`config.mk`:
```
export PLATFORM = sky130hd
export DESIGN_NAME = seg7_write_ctrl_flat
export DESIGN_NICKNAME = d
export VERILOG_FILES = /design/src/rtl/seg7_write_ctrl_if.sv /design/src/rtl/seg7_write_ctrl.sv /design/src/flat_wrapper.sv
export SDC_FILE = /design/constraint.sdc
export NUM_CORES = 1
export LEC_CHECK = 0
export CAP_MARGIN = 0
export CORE_AREA = 5 5 74 76
export CTS_CLUSTER_SIZE = 16
export DETAILED_ROUTE_END_ITERATION = 8
export DIE_AREA = 0 0 79 81
export GPL_TIMING_DRIVEN = 1
export PLACE_DENSITY = 0.73
export SLEW_MARGIN = 20
export SYNTH_ARGS = -nofsm -noshare
export SYNTH_HDL_FRONTEND = slang
export SYNTH_SLANG_ARGS = --single-unit
```
`constraint.sdc`:
```
create_clock -name clk -period 4.6 [get_ports clk]
set_input_delay 0.46 -clock clk [delete_from_list [all_inputs] [get_ports clk]]
set_output_delay 0.46 -clock clk [all_outputs]
set_load 0.01 [all_outputs]
```
`src/rtl/seg7_write_ctrl_if.sv`:
```
`default_nettype none
// ============================================================================
// Module   : seg7_write_ctrl_if
// Purpose  : Bus bundle between a CPU-side writer and the 4-digit 7-segment
//            write controller.
// Signals  : we       - write strobe (CPU -> ctrl)
//            data_in  - 16-bit value to display (CPU -> ctrl)
//            blank_lz - leading-zero blanking enable (CPU -> ctrl)
//            seg      - active-low segments g..a (ctrl -> CPU/pins)
//            dp       - active-low decimal point (ctrl -> CPU/pins)
//            an       - active-low digit enables (ctrl -> CPU/pins)
//            done     - value shown on all digits at least once (ctrl -> CPU)
// Revision : 1.0 - initial release
// ============================================================================
interface seg7_write_ctrl_if;
  logic        we;
  logic [15:0] data_in;
  logic        blank_lz;
  logic [6:0]  seg;
  logic        dp;
  logic [3:0]  an;
  logic        done;

  modport master (
    output we, data_in, blank_lz,
    input  seg, dp, an, done
  );

  modport slave (
    input  we, data_in, blank_lz,
    output seg, dp, an, done
  );
endinterface
`default_nettype wire

```
`src/rtl/seg7_write_ctrl.sv`:
```
`default_nettype none
// ============================================================================
// Module   : seg7_write_ctrl
// Purpose  : Latches a 16-bit value on a CPU write and time-multiplexes it
//            onto a 4-digit common-anode 7-segment display, lighting each
//            digit for DIV clocks. Raises a sticky done flag once all four
//            digits of the current value have been shown.
// Ports    : clk   - system clock, rising edge
//            reset - synchronous, active-high reset
//            bus   - seg7_write_ctrl_if slave modport
//                    (we, data_in, blank_lz in; seg, dp, an, done out)
// Params   : DIV   - dwell per digit in clk cycles, 2..2^24-1
// Revision : 1.0 - initial release
// ============================================================================
module seg7_write_ctrl #(
  parameter int DIV = 100000
) (
  input wire logic         clk,
  input wire logic         reset,
  seg7_write_ctrl_if.slave bus
);

  localparam logic [23:0] CNT_LAST = 24'(DIV - 1);

  typedef enum logic [0:0] {
    SCANNING = 1'b0,
    SHOWN    = 1'b1
  } state_t;

  state_t      state, state_next;
  logic [15:0] value_reg;
  logic [23:0] cnt;
  logic [1:0]  digit;
  logic        wrap;
  logic [3:0]  nibble;
  logic        blank;
  logic [6:0]  seg_dec;

  assign wrap = (cnt == CNT_LAST);

  // Dwell counter, digit index and captured value. A write restarts the scan
  // from digit 0 so a fresh value is always shown from the least significant
  // digit for a full rotation.
  always_ff @(posedge clk) begin
    if (reset) begin
      value_reg <= 16'h0000;
      cnt       <= 24'd0;
      digit     <= 2'd0;
    end else if (bus.we) begin
      value_reg <= bus.data_in;
      cnt       <= 24'd0;
      digit     <= 2'd0;
    end else if (wrap) begin
      cnt       <= 24'd0;
      digit     <= digit + 2'd1;
    end else begin
      cnt       <= cnt + 24'd1;
    end
  end

  // done FSM state register
  always_ff @(posedge clk) begin
    if (reset) begin
      state <= SCANNING;
    end else begin
      state <= state_next;
    end
  end

  // A write takes priority over completing the last digit, so done can never
  // be reported for a value that was overwritten on the same edge.
  always_comb begin
    state_next = state;
    if (bus.we) begin
      state_next = SCANNING;
    end else if (state == SCANNING && digit == 2'd3 && wrap) begin
      state_next = SHOWN;
    end
  end

  // Nibble select and leading-zero detection for the active digit
  always_comb begin
    nibble = value_reg[3:0];
    blank  = 1'b0;
    case (digit)
      2'd0: begin
        nibble = value_reg[3:0];
        blank  = 1'b0;
      end
      2'd1: begin
        nibble = value_reg[7:4];
        blank  = (value_reg[15:4] == 12'h000);
      end
      2'd2: begin
        nibble = value_reg[11:8];
        blank  = (value_reg[15:8] == 8'h00);
      end
      default: begin
        nibble = value_reg[15:12];
        blank  = (value_reg[15:12] == 4'h0);
      end
    endcase
  end

  // Hex to active-low segments, bit order g,f,e,d,c,b,a
  always_comb begin
    seg_dec = 7'b1111111;
    case (nibble)
      4'h0: seg_dec = 7'b1000000;
      4'h1: seg_dec = 7'b1111001;
      4'h2: seg_dec = 7'b0100100;
      4'h3: seg_dec = 7'b0110000;
      4'h4: seg_dec = 7'b0011001;
      4'h5: seg_dec = 7'b0010010;
      4'h6: seg_dec = 7'b0000010;
      4'h7: seg_dec = 7'b1111000;
      4'h8: seg_dec = 7'b0000000;
      4'h9: seg_dec = 7'b0010000;
      4'hA: seg_dec = 7'b0001000;
      4'hB: seg_dec = 7'b0000011;
      4'hC: seg_dec = 7'b1000110;
      4'hD: seg_dec = 7'b0100001;
      4'hE: seg_dec = 7'b0000110;
      default: seg_dec = 7'b0001110;
    endcase
  end

  // blank_lz is applied live; a blanked digit still occupies its dwell slot.
  always_comb begin
    bus.an  = ~(4'b0001 << digit);
    bus.seg = seg_dec;
    if (bus.blank_lz && blank) begin
      bus.an  = 4'b1111;
      bus.seg = 7'b1111111;
    end
  end

  assign bus.dp   = 1'b1;
  assign bus.done = (state == SHOWN);

endmodule
`default_nettype wire

```
`src/flat_wrapper.sv`:
```
// flat-port wrapper written by rule: the top's interface ports become plain ports
module seg7_write_ctrl_flat 
#(
  parameter int DIV = 100000
)
  (clk, reset, bus_we, bus_data_in, bus_blank_lz, bus_seg, bus_dp, bus_an, bus_done);
  seg7_write_ctrl_if bus_i ();
  input wire logic clk;
  input wire logic reset;
  input wire logic [$bits(bus_i.we)-1:0] bus_we;
  input wire logic [$bits(bus_i.data_in)-1:0] bus_data_in;
  input wire logic [$bits(bus_i.blank_lz)-1:0] bus_blank_lz;
  output wire logic [$bits(bus_i.seg)-1:0] bus_seg;
  output wire logic [$bits(bus_i.dp)-1:0] bus_dp;
  output wire logic [$bits(bus_i.an)-1:0] bus_an;
  output wire logic [$bits(bus_i.done)-1:0] bus_done;
  assign bus_i.we = bus_we;
  assign bus_i.data_in = bus_data_in;
  assign bus_i.blank_lz = bus_blank_lz;
  assign bus_seg = bus_i.seg;
  assign bus_dp = bus_i.dp;
  assign bus_an = bus_i.an;
  assign bus_done = bus_i.done;
  seg7_write_ctrl #(.DIV(DIV)) u_core (.clk(clk), .reset(reset), .bus(bus_i));
endmodule
```
Yosys cells after proc, flatten, opt, wreduce, memory -nomap -nowiden
Memories as Yosys holds them, arrays and structs flattened.
Cells that the tools add are included.
- flip-flop bits (word level): 43
- ROM bits: 112
- input port bits: 20
- output and inout port bits: 13
- logic and storage cells: 27
- memories: 1
- add/sub/neg operators: 2
- equal/unequal tests: 4
- shift operators: 1
- muxes and demuxes: 4
- bitwise gates (word level): 2
- reduce and logical (&&, ||, !) cells: 9
- memories (memory ; depth ; bits a word ; read ports ; clocked after memory_dff ; wr ports ; line ; text):
    (no name shown) ; 16 ; 7 ; 1 ; 0 ; 0 ; seg7_write_ctrl.sv:108 ; case (nibble)
- operators with widths (operator ; count):
    $add 24x1->24 const B ; 1
    $eq 24x17->1 const B ; 1
    $logic_not 12->1 ; 1
    $pmux 4 s3 ; 1
    $logic_not 8->1 ; 1
    $mux 7 ; 1
    $eq 2x2->1 const B ; 2
    $logic_not 4->1 ; 1
    $mux 4 ; 1
    $not 4->4 ; 1
    $shl 1x2->4 const A ; 1
    $logic_and 1x1->1 ; 3
    $pmux 1 s3 ; 1
    $reduce_or 3->1 ; 1
    $add 2x1->2 const B ; 1
    $eq 2x1->1 const B ; 1
    $logic_not 2->1 ; 1
    $reduce_or 2->1 ; 1
    $not 1->1 ; 1

Depth between registers and ports, before layout
- word-level depth: 4
- gate-level depth with buffers: 10
- mapped depth without buffers: 10

Least setup slack after synthesis
Ideal clock, no wire load.
- kind: register to output
- start point: register u_core.digit[0]
- end point: output bus_seg[3]
- arrival: 2086 ps
- required time: 4140 ps
- slack: 2054 ps
- cell stages (with the launch flop): 10
- buffers on the path: 0
- cells stage by stage: dfxtp_1 > inv_1 > ha_1 > a222oi_1 > a21oi_1 > inv_1 > ha_1 > a211oi_1 > a211oi_1 > o21ai_0
- longest elaborated chain between the ends: 4
- elaborated cells on any way between the ends: 8
- those cells by class: eq/ne: 2; mux: 3; reduce/logical: 2; memory: 1
- ends and longest elaborated chain (item ; line ; text):
    start, declared ; seg7_write_ctrl.sv:33 ; logic [1:0] digit;
    start signal, assigned ; seg7_write_ctrl.sv:55 ; digit <= digit + 2'd1;
    $eq 2x2->1, or another cell as far along ; seg7_write_ctrl.sv:85 ; case (digit)
    $pmux 4 s3 or $pmux 1 s3 (tied branches) ; seg7_write_ctrl.sv:85 ;
    $mem_v2 16x7 or $logic_and 1x1->1 (tied branches) ; n/a ;
    $mux 7 * ; seg7_write_ctrl.sv:132 ; if (bus.blank_lz && blank) begin
    end, declared ; flat_wrapper.sv:13 ; output wire logic [$bits(bus_i.seg)-1:0] bus_seg;
Mark *: on every way between the ends. The rest lies on a longest branch, timed or not.

Worst setup path in the final report
Ends and elaborated chain as after synthesis.

==> impl_metrics.py <==
metrics = {
    "detailed_routing": {
        "drcViolationCount": 0,
        "postRouteAntennaNets": 0,
        "drt-initial-drc-count": 129,
        "totalWireLength_mm": 4.93,
        "drt-vias-per-instance": 5.77,
        "dr.pass1.iters": 4,
        "wl_per_cell_um": 14.2,
        "vias": 2002,
    },
    "timing": {
        "worst_hold_slack_ns": 0.466,
        "fin_skew_ns": 0.00558,
        "fmax_ghz": 0.285,
        "worstMarginPinSlew_ns": 0.958,
        "slew_violations": 0,
        "tns_ns": 0,
        "slew-limit-headroom_pct": 35.9,
        "setup_violations": 0,
        "rsz0062_at_grt": "no",
        "fin_crit_ns": 3.51,
        "hold_viol_final": 0,
        "setup_slack_ns": 1.09,
        "min_period_over_period_pct": 76.3,
    },
    "place": {
        "pre_cts_ws_ns": 1.40,
        "place.port_buffers": 31,
        "dp_hpwl_mm": 3.68,
        "place.gp.congestion": 0.879,
    },
    "logic_synthesis": {
        "yosysWarningCount": 0,
        "synth_edf_count": 0,
        "synth_flop_cell": "dfxtp_1",
        "synth-seq-cells": 43,
        "syn_area_per_cell_um2": 8.72,
        "syn-instance-count": 266,
        "netlist.area_leader.share_pct": 37.1,
        "yosysSeqAreaShare_pct": 37.1,
        "yosysMostFrequentCell": "dfxtp_1",
        "ys_top_cells_by_count": "dfxtp_1 (43), nor2_1 (34), mux2i_1 (20)",
        "syn_nets": 298,
        "ys_types": 43,
        "async_flop_share_pct": 0,
        "synthTopCellsByArea": "dfxtp_1 (37%), mux2i_1 (8.6%), ha_1 (6.5%), nor2_1 (5.5%), a21oi_1 (3.7%)",
        "synth_top_area_cell": "dfxtp_1",
        "syn_area_um2": 2320,
    },
    "global_route": {
        "grt_pass1_vias": 1837,
        "antenna_found_initial": 0,
        "track_usage_pct": 16.7,
        "grt_first_pass_wirelength_mm": 8.54,
        "grt-ovfl-total": 0,
        "grt_max_degree": 24,
    },
    "die": {
        "rows": 25,
        "die_y_um": 81,
        "ios": 33,
        "dieArea_um2": 6400,
        "die_w_um": 79,
        "start_util_pct": 49.8,
        "core_um2": 4660,
    },
    "flow_run": {
        "cap_violations": 0,
    },
    "power": {
        "irDropWorstVdd_mv": 0.184,
        "p_leak_nw": 1.00,
        "powerDensity_nw_per_um2": 277,
    },
    "cts": {
        "h-tree-depth": 2,
        "cts_hold_buf": 0,
        "cts-root-buf": "clkbuf_8",
        "cts_tree": "yes",
        "clock_sinks": 43,
        "cts-resized-gates": 0,
        "cts_setup_buffers": 0,
        "clock_latency_ns": 0.29,
        "clk_pin_slew_ns": 0.07,
        "numCtsBuffers": 5,
        "clock_path_buffers": 2,
    },
    "setup_path": {
        "crit_chain": "inv_1 -> ha_1 -> a222oi_1 -> a21oi_1 -> inv_1 -> ha_1 -> a211oi_1 -> a211oi_1 -> o21ai_0 -> clkdlybuf4s50_1",
        "critPathKind": "reg -> out",
        "critPathBufInv": 3,
        "cp-start-kind": "flop",
        "cp_slowest_cell": "clkdlybuf4s50_1",
        "required_ns": 4.14,
        "critical_path.top_delay_family": "compound AO/OA/AOI/OAI gates",
        "slowest_delay_ns": 0.56,
        "cp_max_fo": 5,
        "cp.arrival_ns": 3.05,
        "cp-end-kind": "output port",
    },
    "layout": {
        "largest_reg_flops": 24,
        "diodes": 0,
        "num-nets-final": 325,
        "finish.utilization_pct": 58.8,
        "syn_to_final_growth_pct": 18.1,
        "drive_above_1_share_pct": 4.10,
        "regArea_um2": 861,
        "multi_input_area_um2": 1360,
        "fillCellCount": 418,
    },
    "status": {
        "status": "completed",
    },
    "min_path": {
        "min_path_type": "reg -> reg",
    },
}
## final timing paths
path / start / to / slack [ns] / depth (start not counted)
max reg2reg: u_core.cnt[11] / u_core.cnt[7] / 2.31 / 4
min: u_core.cnt[0] / u_core.cnt[0] / 0.47 / 1
max: u_core.digit[0] / bus_seg[3] / 1.09 / 10
min reg2reg: u_core.cnt[0] / u_core.cnt[0] / 0.47 / 1
## cell families (layout without fill, tap and decap cells)
family / after synthesis / after routing / synth area share, %
compound gates: 54 / 54 / 15.5
xor+xnor: 12 / 12 / 4.53
fa+ha+maj: 12 / 12 / 6.47
buf+inv: 22 / 49 / 4.42
flops: 43 / 43 / 37.1
mux: 21 / 21 / 9.12
other cells: 1 / 1 / 0.162
simple gates: 101 / 101 / 22.7
## power by group
group	internal, mW	total [mW]	switching [mW]
Clock	0.159	0.280	0.121
Sequential	0.381	0.389	0.00799
Combinational	0.0488	0.0884	0.0396
## final cells by class
type	instances	area share [%]
multi-input cells	201	49.5
flip-flops and latches	43	31.4
repair buffers	31	11.3
clock buffers	6	2.65
well taps	54	2.47
inverters	11	1.51
clock inverters	1	1.10
## cells in the final DEF (no fill, tap or decap), drive strengths merged
cell | synthesis | final
a211oi | 4 | 4
a211o | 3 | 3
o31ai | 2 | 2
nand4 | 9 | 9
or2 | 2 | 2
a21o | 2 | 2
or4 | 7 | 7
nand2 | 10 | 10
a22oi | 3 | 3
o211a | 1 | 1
conb | 1 | 1
xor2 | 3 | 3
o221ai | 1 | 1
o311ai | 1 | 1
xnor2 | 9 | 9
mux2i | 20 | 20
o21bai | 1 | 1
dfxtp | 43 | 43
a31oi | 1 | 1
ha | 12 | 12
a222oi | 3 | 3
or3 | 10 | 10
nor2b | 3 | 3
clkdlybuf4s50 | 0 | 31
clkbuf | 6 | 6
o211ai | 3 | 3
inv | 11 | 11
and4 | 2 | 2
and3 | 2 | 2
nor3 | 5 | 5
bufinv | 0 | 1
or4b | 1 | 1
o21ai | 11 | 11
nand3 | 13 | 13
mux2 | 1 | 1
o22ai | 1 | 1
nor4 | 3 | 3
nor2 | 34 | 34
a21oi | 17 | 17
## through the flow
stage	cell area [um2]	power, mW	cells
finish	2740	0.758	347
global route	2740	0.791	347
CTS	2740	0.766	347
detailed placement	2640	0.486	340
global placement	2640	0.485	340
floorplan	2320	0.448	266
## worst register-to-register path, delay by kind of cell (launching register included)
family	cells	cell delay, ns
AOI/OAI and AO/OA	1	0.49
and+or+nand+nor	3	1.29
DFF	1	0.37
## layer usage
metal  up-vias  wire length [um]  track usage [%]
li1       1029                 -                -
met4         0                80             6.19
met5         -                 0                0
met2        39              2060             24.3
met3         8               249             4.21
met1       926              2550             23.7
No activity file was read; power rests on OpenSTA's default activity.
